`src/rtl/alu_control_pkg.sv`:
```
// rtl/alu_control_pkg.sv - ALUOp, function, ALU operation and FSM codes for alu_control_pipe
package alu_control_pkg;

    localparam logic [2:0] ALUOP_MEM    = 3'b001;
    localparam logic [2:0] ALUOP_BRANCH = 3'b010;
    localparam logic [2:0] ALUOP_LUI    = 3'b011;
    localparam logic [2:0] ALUOP_ADDI   = 3'b100;
    localparam logic [2:0] ALUOP_ORI    = 3'b101;
    localparam logic [2:0] ALUOP_ANDI   = 3'b110;
    localparam logic [2:0] ALUOP_RTYPE  = 3'b111;

    localparam logic [5:0] FN_SLL   = 6'b000000;
    localparam logic [5:0] FN_SRL   = 6'b000010;
    localparam logic [5:0] FN_JR    = 6'b001000;
    localparam logic [5:0] FN_MFHI  = 6'b010000;
    localparam logic [5:0] FN_MFLO  = 6'b010010;
    localparam logic [5:0] FN_MULT  = 6'b011000;
    localparam logic [5:0] FN_MULTU = 6'b011001;
    localparam logic [5:0] FN_DIV   = 6'b011010;
    localparam logic [5:0] FN_DIVU  = 6'b011011;
    localparam logic [5:0] FN_ADD   = 6'b100000;
    localparam logic [5:0] FN_ADDU  = 6'b100001;
    localparam logic [5:0] FN_SUB   = 6'b100010;
    localparam logic [5:0] FN_SUBU  = 6'b100011;
    localparam logic [5:0] FN_AND   = 6'b100100;
    localparam logic [5:0] FN_OR    = 6'b100101;
    localparam logic [5:0] FN_XOR   = 6'b100110;
    localparam logic [5:0] FN_NOR   = 6'b100111;
    localparam logic [5:0] FN_SLT   = 6'b101010;

    localparam logic [3:0] OP_AND   = 4'b0000;
    localparam logic [3:0] OP_OR    = 4'b0001;
    localparam logic [3:0] OP_NOR   = 4'b0010;
    localparam logic [3:0] OP_ADD   = 4'b0011;
    localparam logic [3:0] OP_SUB   = 4'b0100;
    localparam logic [3:0] OP_XOR   = 4'b0101;
    localparam logic [3:0] OP_SLT   = 4'b0110;
    localparam logic [3:0] OP_SLL   = 4'b0111;
    localparam logic [3:0] OP_SRL   = 4'b1000;
    localparam logic [3:0] OP_NONE  = 4'b1001;
    localparam logic [3:0] OP_LUI   = 4'b1010;
    localparam logic [3:0] OP_PASSB = 4'b1011;

    localparam logic [1:0] HILO_NONE = 2'b00;
    localparam logic [1:0] HILO_HI   = 2'b01;
    localparam logic [1:0] HILO_LO   = 2'b10;

    localparam logic [0:0] ST_IDLE = 1'b0;
    localparam logic [0:0] ST_BUSY = 1'b1;

    typedef struct packed {
        logic [3:0] op;
        logic       shamt;
        logic       jr;
        logic [1:0] hilo;
        logic       muldiv;
        logic       md_div;
        logic       md_signed;
    } dec_t;

endpackage

```
`src/rtl/alu_control_decode.sv`:
```
// rtl/alu_control_decode.sv - combinational ALUOp/function selector for alu_control_pipe
module alu_control_decode
    import alu_control_pkg::*;
#(
    parameter int ALUOP_WIDTH = 3
) (
    input  logic [ALUOP_WIDTH-1:0] i_alu_op,
    input  logic [5:0]             i_funct,
    output dec_t                   o_dec
);

    always_comb begin
        o_dec    = '0;
        o_dec.op = OP_NONE;
        if (i_alu_op == ALUOP_WIDTH'(ALUOP_RTYPE)) begin
            case (i_funct)
                FN_AND:           o_dec.op = OP_AND;
                FN_OR:            o_dec.op = OP_OR;
                FN_NOR:           o_dec.op = OP_NOR;
                FN_ADD, FN_ADDU:  o_dec.op = OP_ADD;
                FN_SUB, FN_SUBU:  o_dec.op = OP_SUB;
                FN_XOR:           o_dec.op = OP_XOR;
                FN_SLT:           o_dec.op = OP_SLT;
                FN_SLL: begin
                    o_dec.op    = OP_SLL;
                    o_dec.shamt = 1'b1;
                end
                FN_SRL: begin
                    o_dec.op    = OP_SRL;
                    o_dec.shamt = 1'b1;
                end
                FN_JR:            o_dec.jr = 1'b1;
                FN_MFHI: begin
                    o_dec.op   = OP_PASSB;
                    o_dec.hilo = HILO_HI;
                end
                FN_MFLO: begin
                    o_dec.op   = OP_PASSB;
                    o_dec.hilo = HILO_LO;
                end
                // funct[1] selects divide, funct[0] selects the unsigned form
                FN_MULT, FN_MULTU, FN_DIV, FN_DIVU: begin
                    o_dec.muldiv    = 1'b1;
                    o_dec.md_div    = i_funct[1];
                    o_dec.md_signed = ~i_funct[0];
                end
                default: ;
            endcase
        end else begin
            case (i_alu_op)
                ALUOP_WIDTH'(ALUOP_ADDI):   o_dec.op = OP_ADD;
                ALUOP_WIDTH'(ALUOP_ORI):    o_dec.op = OP_OR;
                ALUOP_WIDTH'(ALUOP_ANDI):   o_dec.op = OP_AND;
                ALUOP_WIDTH'(ALUOP_MEM):    o_dec.op = OP_ADD;
                ALUOP_WIDTH'(ALUOP_BRANCH): o_dec.op = OP_SUB;
                ALUOP_WIDTH'(ALUOP_LUI):    o_dec.op = OP_LUI;
                default: ;
            endcase
        end
    end

endmodule

```
`src/rtl/alu_control_pipe.sv`:
```
// rtl/alu_control_pipe.sv - ID/EX ALU control register with mult/div sequencer; ALUCTRL_ILLEGAL_EN adds sticky illegal flag
module alu_control_pipe
    import alu_control_pkg::*;
#(
    parameter int ALUOP_WIDTH = 3,
    parameter int OP_WIDTH    = 4,
    parameter int MUL_CYCLES  = 4,
    parameter int DIV_CYCLES  = 32
) (
    input  logic                   clk,
    input  logic                   reset,
    input  logic [ALUOP_WIDTH-1:0] alu_op_i,
    input  logic [5:0]             alu_function_i,
    input  logic                   id_valid_i,
    input  logic                   flush_i,
    output logic                   stall_o,
    output logic [OP_WIDTH-1:0]    alu_operation_o,
    output logic                   ex_valid_o,
    output logic                   shamt_sel_o,
    output logic                   jr_o,
    output logic [1:0]             hilo_sel_o,
    output logic                   muldiv_start_o,
    output logic                   muldiv_div_o,
    output logic                   muldiv_signed_o,
    output logic                   muldiv_busy_o,
    output logic                   muldiv_done_o,
    output logic                   illegal_op_o
);

    localparam logic [7:0] MUL_LOAD = 8'(MUL_CYCLES - 1);
    localparam logic [7:0] DIV_LOAD = 8'(DIV_CYCLES - 1);

    dec_t                w_dec;
    logic                w_accept;
    logic                w_start;
    logic                w_hilo_dep;
    logic [0:0]          r_state;
    logic [7:0]          r_count;
    logic [OP_WIDTH-1:0] r_op;
    logic                r_valid, r_shamt, r_jr, r_start, r_div, r_signed, r_done;
    logic [1:0]          r_hilo;

    alu_control_decode #(.ALUOP_WIDTH(ALUOP_WIDTH)) u_decode (
        .i_alu_op (alu_op_i),
        .i_funct  (alu_function_i),
        .o_dec    (w_dec)
    );

    // Only instructions touching the mult/div unit or HI/LO wait on the sequencer
    assign w_hilo_dep = w_dec.muldiv | (w_dec.hilo != HILO_NONE);
    assign stall_o    = muldiv_busy_o & id_valid_i & w_hilo_dep;
    assign w_accept   = id_valid_i & ~stall_o & ~flush_i;
    assign w_start    = w_accept & w_dec.muldiv;

    always_ff @(posedge clk) begin
        if (reset || !w_accept) begin
            r_op    <= OP_WIDTH'(OP_NONE);
            r_valid <= 1'b0;
            r_shamt <= 1'b0;
            r_jr    <= 1'b0;
            r_hilo  <= HILO_NONE;
        end else begin
            r_op    <= OP_WIDTH'(w_dec.op);
            r_valid <= 1'b1;
            r_shamt <= w_dec.shamt;
            r_jr    <= w_dec.jr;
            r_hilo  <= w_dec.hilo;
        end
    end

    always_ff @(posedge clk) begin
        if (reset) begin
            r_state  <= ST_IDLE;
            r_count  <= 8'd0;
            r_start  <= 1'b0;
            r_done   <= 1'b0;
            r_div    <= 1'b0;
            r_signed <= 1'b0;
        end else begin
            r_start <= w_start;
            r_done  <= 1'b0;
            case (r_state)
                ST_IDLE: begin
                    if (w_start) begin
                        r_state  <= ST_BUSY;
                        r_count  <= w_dec.md_div ? DIV_LOAD : MUL_LOAD;
                        r_div    <= w_dec.md_div;
                        r_signed <= w_dec.md_signed;
                    end
                end
                ST_BUSY: begin
                    if (r_count == 8'd0) begin
                        r_state <= ST_IDLE;
                        r_done  <= 1'b1;
                    end else begin
                        r_count <= r_count - 8'd1;
                    end
                end
            endcase
        end
    end

`ifdef ALUCTRL_ILLEGAL_EN
    logic r_illegal;
    always_ff @(posedge clk) begin
        if (reset)
            r_illegal <= 1'b0;
        else if (w_accept && w_dec.op == OP_NONE && !w_dec.jr && !w_dec.muldiv)
            r_illegal <= 1'b1;
    end
    assign illegal_op_o = r_illegal;
`else
    assign illegal_op_o = 1'b0;
`endif

    assign alu_operation_o = r_op;
    assign ex_valid_o      = r_valid;
    assign shamt_sel_o     = r_shamt;
    assign jr_o            = r_jr;
    assign hilo_sel_o      = r_hilo;
    assign muldiv_start_o  = r_start;
    assign muldiv_div_o    = r_div;
    assign muldiv_signed_o = r_signed;
    assign muldiv_busy_o   = (r_state == ST_BUSY);
    assign muldiv_done_o   = r_done;

endmodule

```
`config.mk`:
```
export PLATFORM = sky130hd
export DESIGN_NAME = alu_control_pipe
export DESIGN_NICKNAME = d
export VERILOG_FILES = /design/src/rtl/alu_control_pkg.sv /design/src/rtl/alu_control_decode.sv /design/src/rtl/alu_control_pipe.sv
export SDC_FILE = /design/constraint.sdc
export NUM_CORES = 1
export LEC_CHECK = 0
export BUFFER_PORTS_ARGS = -buffer_cell sky130_fd_sc_hd__buf_2
export CORE_MARGIN = 4
export CORE_UTILIZATION = 30
export DETAILED_ROUTE_END_ITERATION = 6
export PLACE_DENSITY = 0.51
export SETUP_SLACK_MARGIN = 0.2
export SLEW_MARGIN = 10
export SYNTH_ARGS = -nofsm -noshare
export SYNTH_HDL_FRONTEND = slang
export SYNTH_SLANG_ARGS = --single-unit
```
`constraint.sdc`:
```
create_clock -name clk -period 1.61 [get_ports clk]
set_input_delay 0.0805 -clock clk [delete_from_list [all_inputs] [get_ports clk]]
set_output_delay 0.0805 -clock clk [all_outputs]
set_load 0.05 [all_outputs]
```
==> summary.txt, run 1 <==
Floorplan
  • Core outline area: ~0.0037 mm²
  • Chip Height: about 70 µm
  • Die outline area: between 0.004 and 0.005 mm²
  • Number of standard-cell rows in the floorplan: 22
  • Starting density of the core: between 30% and 40%
  • Number of top-level pins: 29
  • Die W: approximately 70 µm

Clock network
  • CTS H-Tree Depth: 1
  • TritonCTS Sinks: 22
  • Clock slew at the register clock pins of the worst setup and hold paths: around 90 ps
  • Clock latency on the worst-skew pair: ~280 ps
  • Buffers from clock root to sink, at most: 2
  • Clock Root Buffer: clkbuf_8
  • Clock tree from TritonCTS: yes
  • Hold buffer count at cts: 0
  • Number of buffers added by the clock tree synthesis step: 3

Logic synthesis
  • Sequential area share after synthesis: a little under two fifths
  • Synthesized area: 0.00116 mm²
  • Post-synth top flop: dfxtp_1
  • FFs w/ async S/R, synth: 0%
  • Synth cell types: 42
  • Post-synth EDFFs: 0
  • Fraction of synthesized cell area taken by the top area cell type: 38.1%
  • Gate Count Post-Synth: 141
  • Area leader, netlist: dfxtp_1
  • Number of synthesized register bits: 22
  • Syn. warnings: 0
  • Syn Area/Cell: between 8 and 9 µm²
  • Top-count cell post-synth: dfxtp_1
  • Mapped Nets: 156
  • Cell types occupying the most area after synthesis: dfxtp_1, o21ai_0, a21oi_1, inv_1, nor3_1
  • Leading post-synthesis cells by instance count: dfxtp_1, o21ai_0, a21oi_1, inv_1, nor3_1

Routing
  • Number of detailed-route iterations in the first pass: 4
  • Via-per-instance ratio: 5.10
  • Average detailed-routed wire length per instance: between 10 and 15 µm
  • Initial detailed-routing violation count: 59
  • Number of remaining DRC errors: 0
  • Routed via count: around 1200
  • Final routed wirelength across all metal layers: between 3 and 4 mm
  • Number of nets with antenna violations after detailed routing: 0

Worst hold path
  • Tightest Hold Check Type: input pin to flip-flop
  • Hold-critical path depth: 2
  • Source of the worst hold timing path: alu_op_i[1]
  • Endpoint of the worst hold-timing path: alu_operation_o[0]$_SDFF_PP1_

Worst setup path
  • Peak fanout along the critical path: 6
  • Critical path endpoint category: flip-flop
  • R2R Path Start: r_count[4]$_SDFFE_PP0P_
  • Chain of cells forming the critical path: or4_4 > o21a_4 > nor2_4 > a21oi_1 > o32ai_1
  • Master of the slowest instance on the critical path: or4_4
  • Startpoint kind of the worst setup timing path: flip-flop
  • Type of the worst setup path: flip-flop to flip-flop
  • Setup slack of the worst register-to-register path: -70 ps
  • Worst path max stage delay: between 500 and 600 ps
  • WP data arrival: between 1500 and 2000 ps
  • Logic depth of the worst register-to-register path: 5
  • Worst endpoint required time: 1800 ps
  • Capture instance of the worst register-to-register path: r_count[5]$_SDFFE_PP0P_

STA
  • Max Clk Rate: approximately 600 MHz
  • Final period demand of the worst path: 1680 ps
  • Total count of max-transition violations in the final report: 0
  • Share of the cycle needed by the critical path after routing: 104%
  • Setup Skew: between 15 and 20 ps
  • Setup repair after global routing missed its margin: yes
  • Number of hold violations in the final report: 0
  • Smallest setup slack after layout: -68.8 ps
  • Total setup violations reported at the end of the flow: 4
  • Total negative setup slack: -112 ps

Placement
  • Placement Setup Slack: -59.5 ps
  • Final weighted congestion in routability-driven placement: just under 0.9
  • IO buf count: 27
  • Hpwl dp: roughly 2.1 mm

Pwr
  • Comb pwr share: 11.6%
  • Worst-case vdd ir drop: ~0.00039 V
  • Switching power: ~280 µW
  • Part of the total power dissipated in sequential elements: between 50% and 60%
  • Leakage component of the power: ~0.65 nW
  • Switching part of the total: around 27%
  • Power density normalized to cell area: approximately 670 mW/mm²
  • Clock power frac: 36.0%
  • Int Pwr: ~760 µW
  • Overall power: about 1.0 mW

Flow run
  • Maximum Capacitance Violations: 0

Final layout
  • Final #Nets: ~200
  • Fraction of layout instances using a drive strength above 1: roughly two fifths
  • Area delta synth->final: 35.6%
  • Count of inserted antenna diode cells: 0
  • Fillers: 381

GRT
  • Sum of overflow across all layers after global routing: 0
  • Initial antenna violation count: 0
  • Maximum number of pins on one net before global-route repair: 15
  • First-pass GRT wire length: 5.10 mm
  • GRT Util Overall: ~13%
  • Vias in the first global route: between 1000 and 1500

Outcome
  • Run status: finished with violations
  • Failing checks: setup timing
==> worst max path at each step <==
stage / startpoint / end / slack (ps) / cells after the start
after floorplan: muldiv_busy_o$_SDFF_PP0_ / r_count[7]$_SDFFE_PP0P_ / 0.2 / 5
after global placement: r_count[5]$_SDFFE_PP0P_ / r_count[5]$_SDFFE_PP0P_ / 2 / 5
after detailed placement: r_count[0]$_SDFFE_PP0P_ / r_count[5]$_SDFFE_PP0P_ / -60 / 7
after CTS: r_count[0]$_SDFFE_PP0P_ / r_count[5]$_SDFFE_PP0P_ / -20 / 7
after global routing: r_count[4]$_SDFFE_PP0P_ / r_count[6]$_SDFFE_PP0P_ / -140 / 6
final: r_count[4]$_SDFFE_PP0P_ / r_count[5]$_SDFFE_PP0P_ / -70 / 5
==> power groups by stage <==
stage,Clock [mW],Sequential [mW],Combinational (mW)
6_report,0.375,0.547,0.121
5_1_grt,0.398,0.547,0.134
4_1_cts,0.381,0.546,0.118
3_5_place_dp,0,0.559,0.113
3_3_place_gp,0,0.559,0.113
2_1_floorplan,0,0.573,0.0599
==> layer usage <==
| metal | GRT usage [%] | vias to the layer above | wire (µm) | share of wire [%] |
|---|---|---|---|---|
| met3 | 2.59 | 6 | 107 | 3.4 |
| met1 | 17.8 | 540 | 1560 | 50 |
| met5 | 0 | - | 0 | 0 |
| met2 | 18.6 | 28 | 1350 | 43 |
| met4 | 7.66 | 0 | 102 | 3.3 |
| li1 | - | 599 | - | - |
==> repair_timing <==
item                       4_1_cts  5_1_grt
gates resized for setup          4       12
setup buffers                    5        0
setup endpoints to repair       12       19
pin swaps                        5        7
cloned                           1        0
==> placed cells by master (no fill, tap or decap), drive strengths merged, types with 2 or more instances in the layout <==
cell type   n
a21oi      11
o32ai       2
nand2b      4
a21o        2
ha          2
nor2b       2
dfxtp      22
or3         4
nand3b      3
o211ai      2
buf        43
o21ai      15
nor3b       2
nor3        7
clkbuf      4
inv        11
o311ai      2
nor2        8
nand2       6
and4b       2
nand3       3
or4         4
a31oi       3
nor4        4
o21a        3
==> layout make-up <==
| cell class | count | area, µm² | share of cell area (%) |
|---|---|---|---|
| Multi-Input combinational cell | 102 | 703 | 44.9 |
| Timing Repair Buffer | 43 | 269 | 17.2 |
| Sequential cell | 22 | 449 | 28.7 |
| Clock buffer | 4 | 45.0 | 2.87 |
| Tap cell | 48 | 60.1 | 3.83 |
| Inverter | 11 | 41.3 | 2.63 |
==> worst max-delay path, delay by kind of cell (launching register included) <==
| family | cells | cell delay, ps |
|---|---|---|
| simple gates | 2 | 720 |
| compound gates | 3 | 540 |
| flops | 1 | 330 |
==> cell families after synthesis <==
family	synth area share, %
flip-flops	38.1
adder cells (fa/ha/maj)	2.16
XOR/XNOR	0.758
AND/OR/NAND/NOR	28.0
AO/OA/AOI/OAI	24.0
buffers and inverters	6.60
other	0.324
==> metrics by stage <==
step	utilization (%)	instances	instance area [µm²]	hold slack, ps
after detailed placement	38.5	220	1420	334
after CTS	41.5	230	1530	55.0
final	42.5	230	1570	53.8
after floorplan	-	141	1180	158
after global placement	38.5	220	1420	323
after global routing	42.5	230	1570	67.5
==> state kept, by name (all words and copies together) (netlist names) <==
| name | flops |
|---|---|
| muldiv_signed_o | 1 |
| jr_o | 1 |
| shamt_sel_o | 1 |
| muldiv_start_o | 1 |
| r_count | 8 |
| alu_operation_o | 4 |
| ex_valid_o | 1 |
| hilo_sel_o | 2 |
| muldiv_div_o | 1 |
| muldiv_done_o | 1 |
| muldiv_busy_o | 1 |
No activity file was read; power rests on OpenSTA's default activity.
==> run 2: changes to the inputs <==
--- a/config.mk
+++ b/config.mk
@@ -7,9 +7,9 @@
 export LEC_CHECK = 0
 export BUFFER_PORTS_ARGS = -buffer_cell sky130_fd_sc_hd__buf_2
 export CORE_MARGIN = 4
-export CORE_UTILIZATION = 30
+export CORE_UTILIZATION = 46
 export DETAILED_ROUTE_END_ITERATION = 6
-export PLACE_DENSITY = 0.51
+export PLACE_DENSITY = 0.72
 export SETUP_SLACK_MARGIN = 0.2
 export SLEW_MARGIN = 10
 export SYNTH_ARGS = -nofsm -noshare
==> summary.txt, run 2 (synthesized netlist as in run 1, its figures left out) <==
Pwr
  • Clock power frac: 31.6% (-4.4 points)
  • Part of the total power dissipated in sequential elements: 56.4% (+4.0 points)
  • Worst-case vdd ir drop: 0.000571 V (+48%)
  • Comb pwr share: 12.0% (+0.4 points)
  • Overall power: 970 µW (-7.0%)
  • Int Pwr: 721 µW (-5.6%)
  • Power density normalized to cell area: 606 mW/mm² (-9.0%)
  • Leakage component of the power: 0.674 nW (+3.9%)
  • Switching power: 249 µW (-11%)
  • Switching part of the total: 25.7% (-1.1 points)

Routing
  • Routed via count: 1203 (+2.6%)
  • Via-per-instance ratio: 5.65 (+11%)
  • Number of remaining DRC errors: 0 (unchanged)
  • Number of nets with antenna violations after detailed routing: 0 (unchanged)
  • Initial detailed-routing violation count: 25 (-58%)
  • Number of detailed-route iterations in the first pass: 4 (unchanged)
  • Average detailed-routed wire length per instance: 14.5 µm (+6.6%)
  • Final routed wirelength across all metal layers: 3.08 mm (-1.3%)

Placement
  • Final weighted congestion in routability-driven placement: 0.872 (+0.46%)
  • DP Area: 0.00138 mm² (-2.8%)
  • IO buf count: 27 (unchanged)
  • Cells after DPL: 198 (-10%)
  • Placement Setup Slack: -65.7 ps (-6.24 ps)
  • Hpwl dp: 2.03 mm (-4.7%)

Clock network
  • Clock latency on the worst-skew pair: 310 ps (+30 ps)
  • TritonCTS Sinks: 22 (unchanged)
  • Clock tree from TritonCTS: yes
  • CTS H-Tree Depth: 1 (unchanged)
  • Buffers from clock root to sink, at most: 2 (unchanged)
  • Number of buffers added by the clock tree synthesis step: 3 (unchanged)
  • Clock Root Buffer: clkbuf_4
  • Clock slew at the register clock pins of the worst setup and hold paths: 120 ps (+30 ps)

Final layout
  • Flip-flop count of the largest register, all copies and words added: 8 (unchanged)
  • Utilization after layout: 69.7% (+27 points)
  • Final cell count without fillers: 213 (-7.4%)
  • Fraction of layout instances using a drive strength above 1: 40.5% (+1.5 points)
  • Final cell area excluding filler cells: 0.00160 mm² (+2.2%)
  • Most common library cell in the layout ignoring fill and taps: buf_2
  • Area delta synth->final: 38.5%
  • Count of inserted antenna diode cells: 0 (unchanged)
  • Most frequent cells in the layout: buf_2, dfxtp_1, buf_4
  • Final #Nets: 201 (+1.5%)
  • Register with the highest flop count: r_count

GRT
  • First-pass GRT wire length: 4.78 mm (-6.2%)
  • Vias in the first global route: 1081 (+1.9%)
  • Sum of overflow across all layers after global routing: 0 (unchanged)
  • Maximum number of pins on one net before global-route repair: 15 (unchanged)
  • Initial antenna violation count: 0 (unchanged)
  • GRT Util Overall: 18.0% (+5.0 points)

Worst setup path
  • Critical path endpoint category: flip-flop
  • Type of the worst setup path: flip-flop to flip-flop
  • WP data arrival: 2000 ps (+130 ps)
  • Worst endpoint required time: 1870 ps (+70 ps)
  • Startpoint kind of the worst setup timing path: flip-flop
  • Peak fanout along the critical path: 6 (unchanged)

Floorplan
  • Die outline area: 0.00338 mm² (-31%)
  • Die W: 58.1 µm (-17%)
  • Number of top-level pins: 29 (unchanged)
  • Chip Height: 58.1 µm (-17%)
  • Starting density of the core: 50.3% (+19 points)
  • Core outline area: 0.00230 mm² (-38%)
  • Number of standard-cell rows in the floorplan: 17 (-23%)

Worst hold path
  • Tightest Hold Check Type: input pin to flip-flop

STA
  • Setup repair after global routing missed its margin: yes
  • Total setup violations reported at the end of the flow: 9 (+5)
  • Max Clk Rate: 573 MHz (-3.8%)
  • Setup Skew: 2.32 ps (-14.0 ps)
  • Share of the cycle needed by the critical path after routing: 108% (+4.1 points)
  • Smallest setup slack after layout: -135 ps (-66.5 ps)
  • Final period demand of the worst path: 1750 ps (+66.5 ps)
  • Number of hold violations in the final report: 0 (unchanged)
  • Total count of max-transition violations in the final report: 0 (unchanged)

Flow run
  • Maximum Capacitance Violations: 0 (unchanged)

Outcome
  • Failing checks: setup timing
  • Run status: finished with violations
-- run 2: worst max-delay path: stages, from the launching register on --
cell      delay, ps
dfxtp_4         380
and4bb_2        310
and4b_4         260
nor2_4           60
buf_6           120
or4_1           410
a21oi_2         130
-- run 2: final timing paths --
kind,slack [ps],end,startpoint,depth (start not counted)
hold / removal,5,alu_operation_o[0]$_SDFF_PP1_,alu_op_i[1],2
setup reg to reg,-140,r_count[7]$_SDFFE_PP0P_,muldiv_busy_o$_SDFF_PP0_,6
hold reg to reg,500,muldiv_div_o$_SDFFE_PP0P_,muldiv_div_o$_SDFFE_PP0P_,2
setup / recovery,-140,r_count[7]$_SDFFE_PP0P_,muldiv_busy_o$_SDFF_PP0_,6
-- run 2: area by class of cell --
class	instances	area, µm²
well taps	28	35.0
repair buffers	47	325
multi-input cells	101	714
flip-flops and latches	22	449
inverters	11	41.3
clock buffers	4	36.3
fillers	186	696
-- run 2: power groups by stage --
stage / clock [mW] / sequential (mW) / combinational, mW
finish: 0.307 / 0.547 / 0.116
global route: 0.335 / 0.548 / 0.127
CTS: 0.310 / 0.547 / 0.111
detailed placement: 0 / 0.559 / 0.109
global placement: 0 / 0.559 / 0.108
floorplan: 0 / 0.573 / 0.0599
-- run 2: timing repair --
action,4_1_cts,5_1_grt
setup endpoints to repair,11,15
pin swaps,6,5
resized for setup,11,11
cloned,0,1
hold buffers,0,0
buffers inserted,4,6
-- run 2: per-stage QoR --
step                setup TNS [ps]  hold WS (ps)
global route                 -1130          2.78
CTS                           -303          4.74
detailed placement            -177           334
global placement             -1.30           328
finish                        -534          4.58
floorplan                        0           158
-- run 2: routing by layer --
metal / share of wire (%) / track usage, %
met4: 0.88 / 3.97
met2: 47 / 29.0
met5: 0 / 0
met1: 46 / 23.8
met3: 6.4 / 5.12
==> run 3: changes to the inputs <==
--- a/config.mk
+++ b/config.mk
@@ -5,11 +5,12 @@
 export SDC_FILE = /design/constraint.sdc
 export NUM_CORES = 1
 export LEC_CHECK = 0
+export ABC_AREA = 1
 export BUFFER_PORTS_ARGS = -buffer_cell sky130_fd_sc_hd__buf_2
 export CORE_MARGIN = 4
-export CORE_UTILIZATION = 46
+export CORE_UTILIZATION = 47
 export DETAILED_ROUTE_END_ITERATION = 6
-export PLACE_DENSITY = 0.72
+export PLACE_DENSITY = 0.73
 export SETUP_SLACK_MARGIN = 0.2
 export SLEW_MARGIN = 10
 export SYNTH_ARGS = -nofsm -noshare
==> summary.txt, run 3 <==
Final layout
  • Area delta synth->final: 20.9%
  • Most frequent cells in the layout: nand2_1, nor2_1, inv_1
  • Fraction of layout instances using a drive strength above 1: 22.8% (-18 points)
  • Flip-flop count of the largest register, all copies and words added: 8 (unchanged)
  • Register with the highest flop count: r_count
  • Final #Nets: 245 (+22%)
  • Fillers: 239 (+28%)
  • Count of inserted antenna diode cells: 0 (unchanged)
  • Utilization after layout: 60.9% (-8.9 points)

Clock network
  • Clock tree from TritonCTS: yes
  • Clock latency on the worst-skew pair: 310 ps (about the same)
  • Clock slew at the register clock pins of the worst setup and hold paths: 110 ps (about the same)
  • Buffers from clock root to sink, at most: 2 (unchanged)
  • Clock Root Buffer: clkbuf_4
  • CTS H-Tree Depth: 1 (unchanged)
  • TritonCTS Sinks: 22 (unchanged)
  • Number of buffers added by the clock tree synthesis step: 3 (unchanged)

Pwr
  • Worst-case vdd ir drop: 0.000336 V (-41%)
  • Leakage component of the power: 0.831 nW (+23%)
  • Power density normalized to cell area: 604 mW/mm² (-0.35%)

Floorplan
  • Number of top-level pins: 29 (unchanged)
  • Die outline area: 0.00360 mm² (+6.5%)
  • Number of standard-cell rows in the floorplan: 18 (+1)
  • Core outline area: 0.00252 mm² (+9.8%)
  • Chip Height: 60.0 µm (+3.2%)
  • Die W: 60.0 µm (+3.2%)
  • Starting density of the core: 50.3% (about the same)

Logic synthesis
  • Cell types occupying the most area after synthesis: dfxtp_1, nor2_1, nand2_1, nand3_1, inv_1
  • Synth cell types: 27 (-36%)
  • Sequential area share after synthesis: 34.7% (-3.4 points)
  • Syn. warnings: 0 (unchanged)
  • Fraction of synthesized cell area taken by the top area cell type: 34.7% (-3.4 points)
  • Synthesized area: 0.00127 mm² (+9.8%)
  • Gate Count Post-Synth: 193 (+37%)
  • Mapped Nets: 208 (+33%)
  • Leading post-synthesis cells by instance count: nor2_1, nand2_1, inv_1
  • Post-synth EDFFs: 0 (unchanged)
  • Top-count cell post-synth: nor2_1
  • Post-synth top flop: dfxtp_1
  • Syn Area/Cell: 6.58 µm² (-20%)
  • Area leader, netlist: dfxtp_1
  • Number of synthesized register bits: 22 (unchanged)
  • FFs w/ async S/R, synth: 0% (unchanged)

Worst setup path
  • Startpoint kind of the worst setup timing path: flip-flop
  • Critical path endpoint category: flip-flop
  • Master of the slowest instance on the critical path: dfxtp_1
  • Chain of cells forming the critical path: nor2_1 > inv_1 > nor2_1 > nand3_1 > nand3_1 > nand2_1 > nand2_1 > nor2_1
  • Peak fanout along the critical path: 5 (-1)
  • Cell mode on critical path: nor2_1
  • Worst endpoint required time: 1830 ps (-40 ps)
  • Setup slack of the worst register-to-register path: 270 ps (+400 ps)
  • Type of the worst setup path: flip-flop to flip-flop
  • WP data arrival: 1560 ps (-440 ps)
  • Worst path max stage delay: 390 ps (-20 ps)

Placement
  • IO buf count: 27 (unchanged)
  • Final weighted congestion in routability-driven placement: 0.978 (+12%)
  • Hpwl dp: 2.25 mm (+11%)

Routing
  • Number of nets with antenna violations after detailed routing: 0 (unchanged)
  • Number of remaining DRC errors: 0 (unchanged)
  • Initial detailed-routing violation count: 62 (+150%)
  • Final routed wirelength across all metal layers: 2.95 mm (-4.1%)
  • Routed via count: 1309 (+8.8%)
  • Average detailed-routed wire length per instance: 11.4 µm (-21%)
  • Via-per-instance ratio: 5.07 (-10%)
  • Number of detailed-route iterations in the first pass: 4 (unchanged)

Flow run
  • Maximum Capacitance Violations: 0 (unchanged)

GRT
  • GRT Util Overall: 19.1% (+1.1 points)
  • First-pass GRT wire length: 5.25 mm (+9.8%)
  • Sum of overflow across all layers after global routing: 0 (unchanged)
  • Vias in the first global route: 1258 (+16%)
  • Initial antenna violation count: 0 (unchanged)
  • Maximum number of pins on one net before global-route repair: 12 (-3)

STA
  • Final period demand of the worst path: 1340 ps (-400 ps)
  • Number of hold violations in the final report: 0 (unchanged)
  • Total negative setup slack: 0 ps (+534 ps)
  • Max Clk Rate: 744 MHz (+30%)
  • Total count of max-transition violations in the final report: 0 (unchanged)
  • Setup Skew: 5.60 ps (+3.27 ps)
  • Setup repair after global routing missed its margin: yes
  • Total setup violations reported at the end of the flow: 0 (-9)
  • Share of the cycle needed by the critical path after routing: 83.5% (-25 points)

Outcome
  • Run status: finished clean

Worst hold path
  • Tightest Hold Check Type: input pin to flip-flop
## run 3: per-stage QoR
stage                     hold slack [ps]  setup slack [ps]  total power, mW  cell area (µm²)  std cells
after floorplan                       145               265            0.642             1270        193
after global placement                306               278            0.680             1430        248
after detailed placement              310               201            0.683             1430        248
after CTS                            50.5               213            0.932             1490        254
after global routing                 36.3               164            0.983             1540        258
final                                43.9               265            0.927             1540        258
## run 3: timing repair
item | in CTS | in global routing
hold endpoints to repair | 5 | 0
pin swaps | 1 | 2
buffers inserted | 1 | 4
hold buffers | 2 | 0
gates resized for setup | 2 | 8
setup endpoints to repair | 6 | 11
## run 3: per-layer routing
metal / vias up / share of wire, % / GRT usage (%)
met5: - / 0 / 0
met4: 0 / 2.6 / 10.8
met3: 10 / 7.3 / 4.75
met2: 46 / 45 / 30.1
met1: 571 / 45 / 23.6
li1: 682 / - / -
## run 3: layout make-up
| cell class | instances | area (µm²) | area share, % |
|---|---|---|---|
| Timing Repair Buffer | 34 | 195 | 12.7 |
| Inverter | 31 | 119 | 7.74 |
| Tap cell | 30 | 37.5 | 2.44 |
| Multi-Input combinational cell | 138 | 716 | 46.6 |
| Sequential cell | 22 | 445 | 29.0 |
| Clock buffer | 3 | 22.5 | 1.47 |
## run 3: worst paths after layout
| check | start | cells after the start | end |
|---|---|---|---|
| worst max-delay path | r_count[3]$_SDFFE_PP0P_ | 8 | r_count[7]$_SDFFE_PP0P_ |
| worst min-delay path | alu_op_i[2] | 2 | alu_operation_o[3]$_SDFF_PP1_ |
| worst max register to register | r_count[3]$_SDFFE_PP0P_ | 8 | r_count[7]$_SDFFE_PP0P_ |
| worst min register to register | muldiv_div_o$_SDFFE_PP0P_ | 2 | muldiv_div_o$_SDFFE_PP0P_ |
## run 3: power by group
part | switching (mW) | total, mW | internal (mW)
logic | 0.0884 | 0.127 | 0.0382
clock network | 0.165 | 0.252 | 0.0876
registers | 0.00125 | 0.548 | 0.547
total | 0.254 | 0.927 | 0.672
## run 3: cell families after synthesis
group                      synth area share (%)
xor gates and xnor gates                   2.07
other                                     0.295
DFF                                        34.7
adders and majority gates                  1.97
AOI/OAI and AO/OA                          6.31
and+or+nand+nor                            44.3
buffers and inverters                      10.3
## run 3: critical path, delay by kind of cell (launching register included)
kind	cells	cell delay [ps]
buf+inv	1	60
flops	1	390
simple gates	7	810
